===== config.mk =====
export PLATFORM = sky130hd
export DESIGN_NAME = uart_tx_flat
export DESIGN_NICKNAME = d
export VERILOG_FILES = /design/src/rtl/uart_tx_if.sv /design/src/rtl/uart_tx.sv /design/src/flat_wrapper.sv
export SDC_FILE = /design/constraint.sdc
export NUM_CORES = 1
export LEC_CHECK = 0
export BUFFER_PORTS_ARGS = -buffer_cell sky130_fd_sc_hd__buf_2
export CAP_MARGIN = 10
export CORE_MARGIN = 4
export CORE_UTILIZATION = 45
export CTS_CLUSTER_SIZE = 20
export DETAILED_ROUTE_END_ITERATION = 8
export SYNTH_ARGS = -nofsm -noshare
export SYNTH_HDL_FRONTEND = slang
export SYNTH_SLANG_ARGS = --single-unit
export TNS_END_PERCENT = 30

===== constraint.sdc =====
create_clock -name clk -period 2.3 [get_ports clk]
set_input_delay 0.345 -clock clk [delete_from_list [all_inputs] [get_ports clk]]
set_output_delay 0.345 -clock clk [all_outputs]
set_load 0.02 [all_outputs]

===== src/rtl/uart_tx_if.sv =====
// Producer-side handshake and status bundle for the uart_tx serialiser.
// The producer drives tx_start/tx_byte; the transmitter drives ready and frame status.
interface uart_tx_if;
  logic       tx_start;
  logic [7:0] tx_byte;
  logic       tx_ready;
  logic       tx_active;
  logic       tx_done;

  modport master (output tx_start, tx_byte, input tx_ready, tx_active, tx_done);
  modport slave  (input tx_start, tx_byte, output tx_ready, tx_active, tx_done);
endinterface


===== src/rtl/uart_tx.sv =====
// 8N1 UART transmitter with a one-byte holding buffer and registered serial output.
// Define UART_TX_PARITY_EN to insert a parity bit (8E1/8O1, sense set by PARITY_ODD).
module uart_tx #(
  parameter int CLKS_PER_BIT = 10416,
  parameter int PARITY_ODD   = 0
) (
  input  logic     clk,
  input  logic     rst,
  uart_tx_if.slave tx,
  output logic     RsTx
);

  if (CLKS_PER_BIT < 4 || CLKS_PER_BIT > 65535 || PARITY_ODD < 0 || PARITY_ODD > 1) begin : g_bad_param
    $error("uart_tx: CLKS_PER_BIT must be 4..65535 and PARITY_ODD 0 or 1");
  end

  typedef enum logic [2:0] {
    IDLE    = 3'd0,
    START   = 3'd1,
    DATA    = 3'd2,
    STOP    = 3'd3,
    CLEANUP = 3'd4
`ifdef UART_TX_PARITY_EN
    , PARITY = 3'd5
`endif
  } state_t;

  localparam logic [15:0] LAST_CNT = 16'(CLKS_PER_BIT - 1);
`ifdef UART_TX_PARITY_EN
  localparam logic PARITY_SENSE = 1'(PARITY_ODD);
`endif

  state_t      state, state_nxt;
  logic [15:0] bit_cnt, cnt_nxt;
  logic [2:0]  bit_idx, idx_nxt;
  logic [7:0]  shift, shift_nxt;
  logic [7:0]  hold_byte, hold_nxt;
  logic        hold_valid, hold_valid_nxt;
  logic        rs_tx, rs_nxt;
  logic        active, active_nxt;
  logic        done, done_nxt;
  logic        bit_end;
  logic        accept;

  assign bit_end = (bit_cnt == LAST_CNT);
  assign accept  = tx.tx_start && !hold_valid;

  // NOTE: every variable gets a default before the case so no path leaves one
  // unassigned; a missing default here would infer a latch.
  always_comb begin
    state_nxt      = state;
    cnt_nxt        = bit_cnt;
    idx_nxt        = bit_idx;
    shift_nxt      = shift;
    hold_nxt       = hold_byte;
    hold_valid_nxt = hold_valid;
    rs_nxt         = 1'b1;
    active_nxt     = 1'b0;
    done_nxt       = 1'b0;

    case (state)
      IDLE: begin
        cnt_nxt = '0;
        idx_nxt = '0;
        if (hold_valid) begin
          shift_nxt      = hold_byte;
          hold_valid_nxt = 1'b0;
          state_nxt      = START;
        end
      end
      START: begin
        rs_nxt     = 1'b0;
        active_nxt = 1'b1;
        if (bit_end) begin
          cnt_nxt   = '0;
          idx_nxt   = '0;
          state_nxt = DATA;
        end else begin
          cnt_nxt = bit_cnt + 16'd1;
        end
      end
      DATA: begin
        rs_nxt     = shift[bit_idx];
        active_nxt = 1'b1;
        if (bit_end) begin
          cnt_nxt = '0;
          if (bit_idx == 3'd7) begin
`ifdef UART_TX_PARITY_EN
            state_nxt = PARITY;
`else
            state_nxt = STOP;
`endif
          end else begin
            idx_nxt = bit_idx + 3'd1;
          end
        end else begin
          cnt_nxt = bit_cnt + 16'd1;
        end
      end
`ifdef UART_TX_PARITY_EN
      PARITY: begin
        rs_nxt     = (^shift) ^ PARITY_SENSE;
        active_nxt = 1'b1;
        if (bit_end) begin
          cnt_nxt   = '0;
          state_nxt = STOP;
        end else begin
          cnt_nxt = bit_cnt + 16'd1;
        end
      end
`endif
      STOP: begin
        active_nxt = 1'b1;
        if (bit_end) begin
          cnt_nxt   = '0;
          state_nxt = CLEANUP;
        end else begin
          cnt_nxt = bit_cnt + 16'd1;
        end
      end
      CLEANUP: begin
        done_nxt  = 1'b1;
        state_nxt = IDLE;
      end
      default: begin
        cnt_nxt   = '0;
        idx_nxt   = '0;
        state_nxt = IDLE;
      end
    endcase

    // A refill on the same edge as the IDLE hand-off must win over the clear.
    if (accept) begin
      hold_nxt       = tx.tx_byte;
      hold_valid_nxt = 1'b1;
    end
  end

  // NOTE: the data registers (shift, hold_byte) are reset too; they are only
  // eight bits each and a known value keeps the line idle-safe after reset.
  always_ff @(posedge clk or posedge rst) begin
    if (rst) begin
      state      <= IDLE;
      bit_cnt    <= '0;
      bit_idx    <= '0;
      shift      <= '0;
      hold_byte  <= '0;
      hold_valid <= 1'b0;
      rs_tx      <= 1'b1;
      active     <= 1'b0;
      done       <= 1'b0;
    end else begin
      // NOTE: non-blocking assignments so every register samples pre-edge values.
      state      <= state_nxt;
      bit_cnt    <= cnt_nxt;
      bit_idx    <= idx_nxt;
      shift      <= shift_nxt;
      hold_byte  <= hold_nxt;
      hold_valid <= hold_valid_nxt;
      rs_tx      <= rs_nxt;
      active     <= active_nxt;
      done       <= done_nxt;
    end
  end

  // Outputs are registered from the current state, so the line trails state by one clock.
  assign RsTx         = rs_tx;
  assign tx.tx_ready  = !hold_valid;
  assign tx.tx_active = active;
  assign tx.tx_done   = done;

endmodule


===== src/flat_wrapper.sv =====
// flat-port wrapper written by rule: the top's interface ports become plain ports
module uart_tx_flat 
#(
  parameter int CLKS_PER_BIT = 10416,
  parameter int PARITY_ODD   = 0
)
  (clk, rst, RsTx, tx_tx_start, tx_tx_byte, tx_tx_ready, tx_tx_active, tx_tx_done);
  uart_tx_if tx_i ();
  input  logic clk;
  input  logic rst;
  output logic RsTx;
  input wire logic [$bits(tx_i.tx_start)-1:0] tx_tx_start;
  input wire logic [$bits(tx_i.tx_byte)-1:0] tx_tx_byte;
  output wire logic [$bits(tx_i.tx_ready)-1:0] tx_tx_ready;
  output wire logic [$bits(tx_i.tx_active)-1:0] tx_tx_active;
  output wire logic [$bits(tx_i.tx_done)-1:0] tx_tx_done;
  assign tx_i.tx_start = tx_tx_start;
  assign tx_i.tx_byte = tx_tx_byte;
  assign tx_tx_ready = tx_i.tx_ready;
  assign tx_tx_active = tx_i.tx_active;
  assign tx_tx_done = tx_i.tx_done;
  uart_tx #(.CLKS_PER_BIT(CLKS_PER_BIT), .PARITY_ODD(PARITY_ODD)) u_core (.clk(clk), .rst(rst), .tx(tx_i), .RsTx(RsTx));
endmodule

## Word level (Yosys, flattened, before mapping)

Cells that the tools add are included.

- Flip-flop bits (word level): 42
- Input port bits: 11
- Output and inout port bits: 4

- Add/sub/neg operators: 2
- $lt $le $gt $ge: 1
- Equality and inequality tests: 12
- Mux-type cells: 19
- Bitwise logic cells: 1
- Reductions and logical operators: 9

Operators by type and width:

| kind | number |
|---|---|
| $pmux 16 s2 | 1 |
| $mux 3 | 8 |
| $add 16x1->16 const B | 1 |
| $eq 16x14->1 const B | 1 |
| $mux 16 | 1 |
| $pmux 3 s4 | 1 |
| $ne 2x1->1 const B | 5 |
| $pmux 3 s3 | 1 |
| $eq 3x2->1 const B | 2 |
| $eq 3x3->1 const B | 2 |
| $mux 1 | 5 |
| $reduce_and 5->1 | 1 |
| $lt 3x4->1 const B | 1 |
| $reduce_and 4->1 | 1 |
| $add 3x1->3 const B | 1 |
| $bmux 1 s3 | 1 |
| $eq 3x1->1 const B | 1 |
| $logic_not 3->1 | 1 |
| $reduce_or 3->1 | 1 |
| $ne 2x2->1 const B | 1 |
| $pmux 1 s2 | 1 |
| $reduce_and 2->1 | 1 |
| $reduce_bool 2->1 | 1 |
| $reduce_or 2->1 | 1 |
| 3 further kinds | 3 |

## Longest topological paths before layout

- Word-level depth: 4
- Gate-level depth with buffers: 8
- Mapped depth without buffers: 6

## Worst setup path before layout

Ideal clock, no wire load.

- Path type: register -> register
- Start: register u_core.state[2]
- End: register u_core.bit_cnt[14]
- Arrival time: 1.784 ns
- Required time: 2.220 ns
- Setup slack: 0.436 ns
- Stages on the path, launching flop included: 8
- Buffers on the path: 2
- Clock period less this slack: 1.864 ns
- Path through: dfrtp_1 -> buf_6 -> or3b_1 -> buf_6 -> inv_4 -> or4_4 -> or3_1 -> a21oi_1

- Longest elaborated chain between the ends: 3
- Elaborated cells between the ends (all ways): 6
- Classes of those cells: eq/ne (4); mux (1); reduce/logical (1)

RTL lines:

| what | line | RTL |
|---|---|---|
| start, declared | uart_tx.sv:33 | `state_t state, state_nxt;` |
| start signal, assigned | uart_tx.sv:154 | `state <= state_nxt;` |
| $eq 3x1->1 / $eq 3x2->1 (equally long branches) | uart_tx.sv:61 | `case (state)` |
| $reduce_or 3->1 (no line) | -- |  |
| $pmux 16 s2 | uart_tx.sv:61 |  |
| end signal, assigned | uart_tx.sv:155 | `bit_cnt <= cnt_nxt;` |
| end, declared | uart_tx.sv:34 | `logic [15:0] bit_cnt, cnt_nxt;` |

Parallel ways exist; a longest one is shown, timed or not.
A chain may end at the register's enable or synchronous reset.

## Final worst setup path

- Start: register u_core.state[1]
- End: register u_core.bit_cnt[14]

Same word-level chain as after synthesis.

==> summary.md <==
| Metric | Value |
|---|---|
| Vias | `1,384` |
| Tot GR Track Use | `15.3%` |
| Routability cong. | `0.845` |
| Resize count post-CTS | `0` |
| Final wirelength | `3.71 mm` |
| Post-DRT Antenna Nets | `0` |
| Least-Margin Pin Slew | `0.718 ns` |
| Synth Register Bits | `42` |
| Setup Skew | `0.00915 ns` |
| Capturing point of the worst reg2reg path | `u_core.bit_cnt[14]` |
| Cell Area, Synth | `2000 um^2` |
| PwrDens | `720 nW/um^2` |
| Initial detailed-routing violation count | `75` |
| Core Area | `4320 um^2` |
| R2R setup slack | `0.34 ns` |
| Max stage delay cell, worst path | `or4_4` |
| Diodes inserted | `0` |
| CP arrival | `2.17 ns` |
| Clock Latency Late Sink | `0.29 ns` |
| Fin worst setup slack | `0.342 ns` |
| CTS Hold Bufs | `0` |
| # rows | `24` |
| Starting density of the core | `46.3%` |
| Max Cap Viol | `0` |
| Most numerous cell in the Yosys netlist | `dfrtp_1` |
| First-pass GRT wire length | `6.47 mm` |
| EDFF count, synth | `0` |
| Setup TNS | `0 ns` |
| CTS tree | `yes` |
| Worst Hold Class | `input pin to async pin` |
| CP bufs+invs | `1` |
| Async SR Flop Fraction | `100%` |
| Register area share after synthesis | `52.5%` |
| R2R depth | `5` |
| Root Driver | `clkbuf_8` |
| RSZ-0062 raised after global routing | `no` |
| Overflow left after global routing | `0` |
| Fin. max-slew vios | `0` |
| Fin. Hold Viols | `0` |
| Final Setup Violations | `0` |
| Via/cell ratio | `5.58` |
| # clock sinks | `42` |
| Initial antenna violation count | `0` |
| Slowest stage delay, CP | `0.55 ns` |
| # Post-CTS Setup Buffers | `0` |
| Critical path class | `register to register` |
| Post-Syn Nets | `187` |
| Critical path's top delay family | `simple AND/OR/NAND/NOR gates` |
| Num CTS Buffers | `5` |
| Post-synth top area cell | `dfrtp_1` |
| Worst-path fanout max | `13` |
| DR pass1 iterations | `4` |
| Worst setup EP type | `register` |
| CTS Buffer Depth | `2` |
| Status | `finished clean` |
| FF-to-FF Start | `u_core.state[1]` |
| Vias in the first global route | `1,362` |
| DP Wirelength | `2.68 mm` |
| Die area | `5580 um^2` |
| Pre-CTS WS | `0.365 ns` |
| Share of cells above drive strength 1 | `27.6%` |
| Clock slew at reported path FFs | `0.09 ns` |
| Die Height | `74.7 um` |
| Ys flop type | `dfrtp_1` |
| P_leak | `0.000985 uW` |
| Top cell type's share of synthesized area | `51.2%` |
| Post-route DRC | `0` |
| Buffers added on ports | `14` |
| Peak VDD IR | `0.424 mV` |
| Ranking of synthesized cells by area | `dfrtp_1 51%, mux2_2 9.6%, xnor2_1 3.1%` |
| Rel. slew slack | `52.0%` |
| Critical Path RT | `2.52 ns` |
| Largest net degree at the start of global routing | `43` |
| Commonest cells post-synth | `41 x dfrtp_1, 17 x mux2_2, 14 x nor2_1` |
| Io pins | `15` |
| Mean Syn Cell Area | `11.6 um^2` |
| Final Critical Period | `1.96 ns` |
| Worst setup SP type | `register` |
| Synthesized instance count | `173` |
| Highest Clock Rate | `0.511 GHz` |
| Htree depth | `2` |
| Fin nets | `209` |
| Die W | `74.7 um` |
| Post-DR wirelength/cell | `14.9 um` |
| P&R area growth vs syn | `11.6%` |
| Post-synth cell types | `42` |
| Synthesis Warnings | `0` |
| Crit share post-route | `85.1%` |
| Crit-path cells | `or3b_1, inv_4, or4_4, or3_1, a21oi_1` |
metal layers:
layer  track usage (%)  up-vias  share of wire [%]
met5                 0        -                  0
met2              22.9       37                 46
met1              21.6      669                 49
met3              4.27        5                4.6
li1                  -      673                  -
met4              4.94        0               0.84
cells by family (layout without fill, tap and decap cells):
family	after synthesis	count (layout)	share of synthesized area, %
and+or+nand+nor	60	60	17.2
DFF	42	42	52.5
AOI/OAI and AO/OA	23	23	7.18
muxes	23	23	13.8
buffers and inverters	14	37	3.93
xor gates and xnor gates	8	8	3.50
adders and majority gates	3	3	1.87
cells in the final DEF, fill, tap and decap left out, drive strengths merged:
cell	Yosys	layout
a41oi	1	1
and4	1	1
inv	7	7
nand4	6	6
mux2i	4	4
clkbuf	1	5
clkinvlp	0	1
o221a	1	1
buf	5	21
or3b	1	1
nor4	5	5
nor2b	1	1
and3	2	2
a2111oi	1	1
a32o	1	1
o31ai	1	1
nand2	12	12
nand3	3	3
or4	2	2
mux4	2	2
or3	2	2
a21oi	8	8
nor4bb	2	2
nand2b	1	1
mux2	17	17
xor2	1	1
o21bai	1	1
xnor2	7	7
o211a	1	1
dfstp	1	1
ha	3	3
o21ai	8	8
nor4b	2	2
nor3	6	6
dfrtp	41	41
clkinv	1	3
nor2	14	14
worst reg2reg max path, stage by stage (launching register included):
cell and delay [ns]:
dfrtp_1 0.51, or3b_1 0.23, inv_4 0.10, or4_4 0.55
or3_1 0.35, a21oi_1 0.14
stage by stage:
step,area (um^2),hold WS (ns),std cells,total power (uW),util (%)
after global placement,2140,0.484,240,1140,49.6
after floorplan,2000,0.470,173,1080,-
after detailed placement,2140,0.493,240,1150,49.6
after CTS,2230,0.179,248,1630,51.7
after global routing,2230,0.217,248,1720,51.7
final,2230,0.171,248,1610,51.7
worst max path at each step:
stage | end | startpoint | cells past startpoint | slack (ns)
CTS | u_core.bit_cnt[14] | u_core.state[1] | 5 | 0.33
finish | u_core.bit_cnt[14] | u_core.state[1] | 5 | 0.34
global route | u_core.state[1] | u_core.bit_cnt[14] | 5 | 0.20
global placement | u_core.bit_cnt[14] | u_core.state[1] | 5 | 0.41
floorplan | u_core.bit_cnt[14] | u_core.state[2] | 7 | 0.44
detailed placement | u_core.bit_cnt[14] | u_core.state[1] | 5 | 0.37
cell type report:
class                           instances  area [um^2]
Fill cell                             392         2090
Sequential cell                        42         1050
Multi-Input combinational cell        117          872
Timing Repair Buffer                   21          123
Clock buffer                            5         68.8
Tap cell                               52         65.1
Inverter                                8         32.5
Clock inverter                          3         21.3
registers in the layout, summed over array words and instances, names as in the netlist:
signal               flops
u_core.bit_cnt          16
u_core.RsTx              1
u_core.hold_byte         8
u_core.tx.tx_done        1
u_core.hold_valid        1
u_core.state             3
u_core.bit_idx           3
u_core.tx.tx_active      1
u_core.shift             8
where the power goes:
| group | internal (uW) | total (uW) | leakage (uW) | switching [uW] |
|---|---|---|---|---|
| registers | 842 | 937 | 0.000533 | 95.0 |
| clock network | 213 | 474 | 0.0000441 | 260 |
| logic | 107 | 199 | 0.000408 | 91.1 |
| total | 1160 | 1610 | 0.000985 | 446 |
(Power assumes the default switching activity.)
